**config.mk**
```make
export PLATFORM = sky130hd
export DESIGN_NAME = sonar_scheduler
export DESIGN_NICKNAME = d
export VERILOG_FILES = /design/src/rtl/sonar_pkg.sv /design/src/rtl/rr_pick.sv /design/src/rtl/sonar_scheduler.sv
export SDC_FILE = /design/constraint.sdc
export NUM_CORES = 1
export LEC_CHECK = 0
export CORE_MARGIN = 10
export CORE_UTILIZATION = 51
export DETAILED_ROUTE_END_ITERATION = 8
export PLACE_DENSITY = 0.8
export SYNTH_ARGS = -nofsm -noshare
export SYNTH_HDL_FRONTEND = slang
export SYNTH_SLANG_ARGS = --single-unit
```
**constraint.sdc**
```tcl
create_clock -name clk -period 3.1 [get_ports clk]
set_input_delay 0.93 -clock clk [delete_from_list [all_inputs] [get_ports clk]]
set_output_delay 0.93 -clock clk [all_outputs]
set_load 0.01 [all_outputs]
```
**src/rtl/sonar_pkg.sv**
```systemverilog
// Shared types and constants for the multi-sensor sonar scheduler.
package sonar_pkg;

  typedef enum logic [1:0] {
    IDLE    = 2'd0,
    MEASURE = 2'd1,
    GAP     = 2'd2
  } state_e;

  localparam int TICKS_W = 16;
  localparam logic [TICKS_W-1:0] TIMEOUT_CODE = 16'hFFFF;

endpackage

```
**src/rtl/rr_pick.sv**
```systemverilog
// Combinational round-robin finder: first set bit of mask at or after start,
// wrapping modulo N_SENSORS.
module rr_pick #(
  parameter  int N_SENSORS = 4,
  localparam int SEL_W     = $clog2(N_SENSORS)
) (
  input  logic [N_SENSORS-1:0] mask,
  input  logic [SEL_W-1:0]     start,
  output logic [SEL_W-1:0]     index,
  output logic                 found
);

  localparam logic [SEL_W:0] N_W = (SEL_W+1)'(N_SENSORS);

  function automatic logic [SEL_W-1:0] wrap_add(input logic [SEL_W-1:0] base,
                                                input logic [SEL_W:0]   off);
    logic [SEL_W:0] s;
    s = {1'b0, base} + off;
    return (s >= N_W) ? SEL_W'(s - N_W) : s[SEL_W-1:0];
  endfunction

  logic [SEL_W-1:0] cand_s;

  // Scan offsets 0..N-1 from start; the first enabled candidate wins.
  always_comb begin
    index  = '0;
    found  = 1'b0;
    cand_s = '0;
    for (int i = 0; i < N_SENSORS; i++) begin
      cand_s = wrap_add(start, (SEL_W+1)'(i));
      if (!found && mask[cand_s]) begin
        index = cand_s;
        found = 1'b1;
      end else begin
        found = found;
      end
    end
  end

endmodule

```
**src/rtl/sonar_scheduler.sv**
```systemverilog
// Round-robin scheduler sharing one hcsr04 ranging engine between several
// sensors, with a per-measurement timeout and a mandatory quiet gap.
module sonar_scheduler
  import sonar_pkg::*;
#(
  parameter  int N_SENSORS     = 4,
  parameter  int GAP_TICKS     = 6000,
  parameter  int TIMEOUT_TICKS = 4000,
  localparam int SEL_W         = $clog2(N_SENSORS)
) (
  input  logic                 clk,
  input  logic                 rst,
  input  logic                 tclk,
  input  logic                 run,
  input  logic [N_SENSORS-1:0] sensor_en,
  output logic                 measure,
  output logic [SEL_W-1:0]     sel,
  input  logic [TICKS_W-1:0]   ticks,
  input  logic                 valid,
  output logic [TICKS_W-1:0]   result_ticks,
  output logic [SEL_W-1:0]     result_id,
  output logic                 result_valid,
  output logic                 result_timeout,
  output logic                 busy
);

  localparam logic [TICKS_W-1:0] GAP_LAST = TICKS_W'(GAP_TICKS - 1);
  localparam logic [TICKS_W-1:0] TO_LAST  = TICKS_W'(TIMEOUT_TICKS - 1);

  state_e             state_q, state_d;
  logic [TICKS_W-1:0] cnt_q, cnt_d;
  logic               tclk_q;
  logic               first_pick_q, first_pick_d;
  logic               measure_q, measure_d;
  logic [SEL_W-1:0]   sel_q, sel_d;
  logic [TICKS_W-1:0] res_ticks_q, res_ticks_d;
  logic [SEL_W-1:0]   res_id_q, res_id_d;
  logic               res_valid_q, res_valid_d;
  logic               res_timeout_q, res_timeout_d;
  logic               busy_q, busy_d;

  logic               tick_e_s;
  logic [SEL_W-1:0]   start_s;
  logic [SEL_W-1:0]   pick_s;
  logic               found_s;

  assign tick_e_s = tclk & ~tclk_q;

  // The sensor just served is considered last on the next pick.
  always_comb begin
    start_s = '0;
    if (first_pick_q) begin
      start_s = '0;
    end else if (sel_q == SEL_W'(N_SENSORS - 1)) begin
      start_s = '0;
    end else begin
      start_s = sel_q + SEL_W'(1);
    end
  end

  rr_pick #(.N_SENSORS(N_SENSORS)) u_pick (
    .mask  (sensor_en),
    .start (start_s),
    .index (pick_s),
    .found (found_s)
  );

  always_comb begin
    state_d       = state_q;
    cnt_d         = cnt_q;
    first_pick_d  = first_pick_q;
    measure_d     = measure_q;
    sel_d         = sel_q;
    res_ticks_d   = res_ticks_q;
    res_id_d      = res_id_q;
    res_valid_d   = 1'b0;
    res_timeout_d = res_timeout_q;
    case (state_q)
      IDLE: begin
        if (run && found_s) begin
          sel_d        = pick_s;
          measure_d    = 1'b1;
          cnt_d        = '0;
          first_pick_d = 1'b0;
          state_d      = MEASURE;
        end else begin
          measure_d = 1'b0;
        end
      end
      MEASURE: begin
        // A completion arriving on the timeout tick still counts as a result.
        if (valid) begin
          res_ticks_d   = ticks;
          res_id_d      = sel_q;
          res_timeout_d = 1'b0;
          res_valid_d   = 1'b1;
          measure_d     = 1'b0;
          cnt_d         = '0;
          state_d       = GAP;
        end else if (tick_e_s && (cnt_q == TO_LAST)) begin
          res_ticks_d   = TIMEOUT_CODE;
          res_id_d      = sel_q;
          res_timeout_d = 1'b1;
          res_valid_d   = 1'b1;
          measure_d     = 1'b0;
          cnt_d         = '0;
          state_d       = GAP;
        end else if (tick_e_s) begin
          cnt_d = cnt_q + TICKS_W'(1);
        end else begin
          cnt_d = cnt_q;
        end
      end
      GAP: begin
        if (tick_e_s) begin
          if (cnt_q == GAP_LAST) begin
            cnt_d   = '0;
            state_d = IDLE;
          end else begin
            cnt_d = cnt_q + TICKS_W'(1);
          end
        end else begin
          cnt_d = cnt_q;
        end
      end
      default: begin
        measure_d = 1'b0;
        cnt_d     = '0;
        state_d   = IDLE;
      end
    endcase
    busy_d = (state_d != IDLE);
  end

  always_ff @(posedge clk) begin
    if (rst) begin
      state_q       <= IDLE;
      cnt_q         <= '0;
      tclk_q        <= 1'b0;
      first_pick_q  <= 1'b1;
      measure_q     <= 1'b0;
      sel_q         <= '0;
      res_ticks_q   <= '0;
      res_id_q      <= '0;
      res_valid_q   <= 1'b0;
      res_timeout_q <= 1'b0;
      busy_q        <= 1'b0;
    end else begin
      state_q       <= state_d;
      cnt_q         <= cnt_d;
      tclk_q        <= tclk;
      first_pick_q  <= first_pick_d;
      measure_q     <= measure_d;
      sel_q         <= sel_d;
      res_ticks_q   <= res_ticks_d;
      res_id_q      <= res_id_d;
      res_valid_q   <= res_valid_d;
      res_timeout_q <= res_timeout_d;
      busy_q        <= busy_d;
    end
  end

  assign measure        = measure_q;
  assign sel            = sel_q;
  assign result_ticks   = res_ticks_q;
  assign result_id      = res_id_q;
  assign result_valid   = res_valid_q;
  assign result_timeout = res_timeout_q;
  assign busy           = busy_q;

endmodule

```
Yosys cells after proc, flatten, opt, wreduce, memory -nomap -nowiden

Index checks and enable logic that the tools add are counted.
W data, S select, Z words.

$add $sub $neg: 9
$lt $le $gt $ge: 8
Eq/ne operators: 9
Multiplexer cells: 47
Bitwise gates (word level): 4
Reductions and logical operators: 16

Operators by type and width:

| cell                    | count |
|---|---|
| $mux W16                | 8 |
| $pmux W16 S3            | 1 |
| $mux W2                 | 17 |
| $add A16 B1 Y16 const B | 1 |
| $eq A16 B12 Y1 const B  | 1 |
| $eq A16 B13 Y1 const B  | 1 |
| $mux W1                 | 15 |
| $lt A2 B3 Y1 const B    | 4 |
| $ge A3 B3 Y1 const B    | 3 |
| $bmux W1 S2             | 4 |
| $sub A2 B1 Y2 const B   | 4 |
| $add A2 B2 Y3 const B   | 2 |
| $pmux W2 S3             | 1 |
| $reduce_and A2 Y1       | 3 |
| $logic_and A1 B1 Y1     | 5 |
| $eq A2 B2 Y1 const B    | 2 |
| $ne A2 B2 Y1 const B    | 2 |
| $ne A4 B4 Y1 const B    | 1 |
| $reduce_bool A2 Y1      | 2 |
| $add A2 B1 Y3 const B   | 1 |
| $ge A2 B3 Y1 const B    | 1 |
| $logic_not A1 Y1        | 3 |
| $ne A3 B3 Y1 const B    | 1 |
| $not A1 Y1              | 3 |
| 7 further kinds         | 7 |

Register bits after elaboration: 44
Input port bits: 25
Word-level logic and storage cells: 104

Depth between registers and ports, before layout

Gate-level depths: netlist (run 1).

Depth in word-level cells: 21
Depth in mapped cells: 10
Depth with buffers taken out: 8

By module

From an unflattened synthesis (run 1), not the netlist that was laid out.

Cells, all modules: 244
Area, all modules: 2021.9 µm²

By module, submodules not included:

| module          | times used | cells an instance | area each (µm²) | sequential area each (µm²) |
|---|---|---|---|---|
| sonar_scheduler | 1          | 229               | 1944.4          | 880.8 |
| rr_pick         | 1          | 15                | 77.6            | 0.0 |

Worst setup path before layout (run 1)

Ideal clock, no wire load.

Path kind: input-to-reg
Start: input port tclk
End: register cnt_q[12]
Arrival: 2.526 ns
Slack: 0.453 ns
Stages on the path: 6
Buffers on the path: 0
Cells stage by stage: inv_1 or4_4 o31a_1 o211a_4 and3_1 a221o_1

Cells in the longest elaborated chain, start to end: 5

RTL lines:

| what                 | line                   | source |
|---|---|---|
| start, declared      | sonar_scheduler.sv:13  | `input logic tclk,` |
| $and A1 B1 Y1 *      | sonar_scheduler.sv:47  | `assign tick_e_s = tclk & ~tclk_q;` |
| $logic_and A1 B1 Y1  | sonar_scheduler.sv:100 | `end else if (tick_e_s && (cnt_q == TO_LAST)) begin` |
| $mux W16             | sonar_scheduler.sv:100 |  |
| $mux W16             | sonar_scheduler.sv:92  | `if (valid) begin` |
| $pmux W16 S3         | sonar_scheduler.sv:78  | `case (state_q)` |
| end signal, assigned | sonar_scheduler.sv:150 | `cnt_q <= cnt_d;` |
| end, declared        | sonar_scheduler.sv:31  | `logic [TICKS_W-1:0] cnt_q, cnt_d;` |

Every way passes the cells marked *; elsewhere a longest branch is shown, timed or not.
A chain may end at the register's enable or synchronous reset.

Final worst setup path (run 1)

Start: input port tclk
End: register cnt_q[6]

Same word-level chain as after synthesis.

==> results of run 1 <==
## through the flow
stage	total power [W]	TNS (ns)	setup slack (ns)	hold slack [ns]
after floorplan	0.000863	0	0.453	0.476
after global placement	0.00105	-0.0578	-0.0230	0.473
after detailed placement	0.00106	-0.205	-0.0533	0.482
after CTS	0.00140	0	0.271	0.503
after global routing	0.00146	0	0.0919	0.527
final	0.00139	0	0.241	0.501
## layer usage
metal / track usage / part of all wire / up-vias
met5: 0 / 0 / -
met4: 0.0515 / 0.010 / 0
met3: 0.0478 / 0.060 / 7
met2: 0.268 / 0.49 / 51
met1: 0.205 / 0.44 / 1048
li1: - / - / 1141
## final cells by class
cell class	instances	area (µm²)	area share
multi-input cells	207	1310	0.431
flip-flops and latches	44	881	0.290
repair buffers	73	668	0.220
clock buffers	5	68.8	0.0227
well taps	52	65.1	0.0214
inverters	9	33.8	0.0111
clock inverters	2	12.5	0.00412
## synthesized netlist by cell type, types with 2 or more instances
master / n / area [µm²]
mux2i_1: 8 / 80.1
dfxtp_1: 44 / 881
nand2b_1: 2 / 12.5
a31o_2: 2 / 17.5
clkbuf_1: 11 / 41.3
nor2b_1: 4 / 25.0
nand2_1: 15 / 56.3
nor3_1: 8 / 40.0
o22ai_1: 5 / 31.3
inv_1: 8 / 30.0
and3_1: 5 / 31.3
o21ai_0: 22 / 110
o31a_1: 3 / 26.3
or4_1: 4 / 30.0
a22o_1: 10 / 87.6
a21oi_1: 11 / 55.1
o32ai_1: 3 / 26.3
ha_1: 5 / 62.6
or3_1: 4 / 25.0
o221a_2: 2 / 22.5
a31oi_1: 2 / 12.5
nor2_1: 36 / 135
nand3_1: 15 / 75.1
a221o_1: 2 / 20.0
o21a_1: 2 / 15.0
nand3b_1: 17 / 128
buf_2: 3 / 15.0
## cells by family (layout without fill, tap and decap cells)
family,count (synthesis),after routing
compound gates,77,77
fa+ha+maj,5,5
buf+inv,24,89
flops,44,44
mux,9,9
simple gates,116,116
## worst max-delay path by stage
stage | startpoint | end | slack, ns | cells after the start
4_1_cts | tclk | cnt_q[6] | 0.27 | 7
3_5_place_dp | tclk | cnt_q[6] | -0.05 | 7
6_report | tclk | cnt_q[6] | 0.24 | 7
5_1_grt | sensor_en[2] | sel[1] | 0.09 | 11
3_3_place_gp | tclk | cnt_q[6] | -0.02 | 7
2_1_floorplan | tclk | cnt_q[12] | 0.45 | 6
## state kept, by name, indices dropped and copies added (netlist names), 2 cells and up
register / flops
result_id: 2
sel: 2
result_ticks: 16
cnt_q: 16
state_q: 2
## power by group
group	internal [W]	switching [W]	total, W
sequential	0.000603	0.0000324	0.000635
combinational	0.000213	0.000194	0.000407
clock	0.000153	0.000191	0.000344
## worst register-to-register path, delay by kind of cell, from the launching register on
kind                     cells  cell delay, ns
AO/OA/AOI/OAI                3            0.90
AND/OR/NAND/NOR              3            0.85
flip-flops                   1            0.39
adder cells (fa/ha/maj)      1            0.24
==> summary.txt, run 1 <==
Worst setup path
  • CP arrival: 3.04 ns
  • CP max stage cell: or4_4
  • Worst path cell trace: clkdlybuf4s50_1 > inv_1 > or4_4 > o31a_1 > o211ai_2 > nor2_2 > a221o_1
  • Crit path buffers/inverters: 2
  • Startpoint types: input port
  • Family with the most delay on the worst path: compound AO/OA/AOI/OAI gates
  • Worst r2r src: cnt_q[0]
  • Delay of the slowest critical-path stage: 0.53 ns
  • CP Data Required Time: 3.28 ns
  • CP Class: in2reg
  • Flop2flop setup slack: 0.62 ns
  • Worst reg2reg endpoint: cnt_q[6]
  • Critical path peak fanout: 8
  • Worst r2r path cells: 7
  • CP Capture Type: flip-flop

Final layout
  • Ant. Diodes: 0
  • Nets@finish: 370
  • Final Cell Area: 3040 µm²
  • Most frequent cells in the layout: clkdlybuf4s50_1, dfxtp_1, nor2_1
  • Final non-filler cell total: 392
  • Area Growth Syn to Fin: 33.0%
  • Layout fillers: 364
  • Layout cells sized above 1: 0.124
  • Most common cell after layout, fill and taps aside: clkdlybuf4s50_1
  • Final Core Density: 0.698

Synth
  • Post-synthesis mux area share: 0.0400
  • Area share of and/or/nand/nor cells after synthesis: 0.266
  • Compound-cell area share of the yosys netlist: 0.240
  • Async SR Flop Fraction: 0
  • EDFF count, synth: 0
  • Largest family of logic cells by synthesized area: simple AND/OR/NAND/NOR gates
  • Mapped cell area: 2280 µm²
  • Top FF cell, synth: dfxtp_1
  • Synthesized flop and latch total: 44
  • Post-synthesis adder-cell area fraction: 0.0274
  • Post-Synthesis Cells: 275
  • Mapped Nets: 305
  • Synth warn: 0
  • XOR/XNOR Fraction of Synth Area: 0
  • Mean area per synthesized cell: 8.30 µm²
  • Post-synthesis cell type count: 49
  • Register area share after synthesis: 0.386

Power
  • Max VDD drop: 0.000321 V
  • Static leakage: 1.15 nW
  • PwrDens: 456 nW/µm²

CTS
  • H-tree Lvls: 2
  • Total CTS buffers: 5
  • Worst-Skew Late Latency: 0.30 ns
  • Number of setup buffers added after CTS: 0
  • Clock Sink Count: 44
  • Post-CTS Resized: 0
  • Root buffer cell: clkbuf_8
  • Longest Clk Path Bufs: 2
  • Clock Pin Slew Worst Setup and Hold Paths: 0.08 ns
  • CTS tree: built
  • # hold bufs at CTS: 0

Global route
  • First-pass GRT wire length: 10.3 mm
  • Number of global-route vias before repair: 2128
  • Largest net degree at the start of global routing: 29
  • GR Overflow Total: 0
  • Gr usage total: 0.165
  • Initial antenna violation count: 0

Route
  • Detail Route Antenna Nets: 0
  • Vias: 2247
  • Drt pass-1 iters: 4
  • Drt drc: 0
  • DR iter-0 viols: 121
  • Routed WL per cell: 15.2 µm
  • Routed wire length: 5.97 mm
  • Vias per std cell: 5.73

Run status
  • Status: complete, no violations

Floorplan
  • DIE WIDTH: 86.9 µm
  • Die Y: 86.9 µm
  • Core box area: 4350 µm²
  • Starting Density: 0.524
  • Die Area: 7550 µm²
  • I/O pins: 49
  • Row count: 24

STA
  • Minimum clock period after layout: 2.86 ns
  • Final Cycle Share: 0.922
  • Final hold violations: 0
  • Clock Skew: 0.00796 ns
  • Pins Over Slew Limit: 0
  • RSZ-0062 raised after global routing: no
  • Achievable frequency: 350 MHz
  • Actual slew at the worst max-slew pin: 0.439 ns
  • Slew margin rel.: 0.707
  • Final setup vio count: 0

Place
  • Placed cells: 385
  • Routability congestion estimate: 0.915
  • Dpl hpwl: 4.55 mm
  • Dpl cell area: 2960 µm²
  • Port Buf Inserts: 48

Min path
  • Cell depth of the worst hold path: 1
  • Min-Delay Path Class: reg2reg
  • Hold Crit Endpoint: cnt_q[13]
  • Hold Crit Start: cnt_q[13]

Flow run
  • Max-cap violations: 0
Power figures use the tool's default switching activity.
==> run 2, diff against run 1 <==
--- a/config.mk
+++ b/config.mk
@@ -7,6 +7,7 @@
 export LEC_CHECK = 0
 export CORE_MARGIN = 10
 export CORE_UTILIZATION = 51
+export CTS_CLUSTER_SIZE = 20
 export DETAILED_ROUTE_END_ITERATION = 8
 export PLACE_DENSITY = 0.8
 export SYNTH_ARGS = -nofsm -noshare
==> results of run 2 <==
The final DEF is identical to that of run 1; final timing and power are the same.
==> run 3, diff against run 2 <==
--- a/config.mk
+++ b/config.mk
@@ -7,7 +7,6 @@
 export LEC_CHECK = 0
 export CORE_MARGIN = 10
 export CORE_UTILIZATION = 51
-export CTS_CLUSTER_SIZE = 20
 export DETAILED_ROUTE_END_ITERATION = 8
 export PLACE_DENSITY = 0.8
 export SYNTH_ARGS = -nofsm -noshare
==> results of run 3 <==
The final DEF is identical to that of run 1; final timing and power are the same.
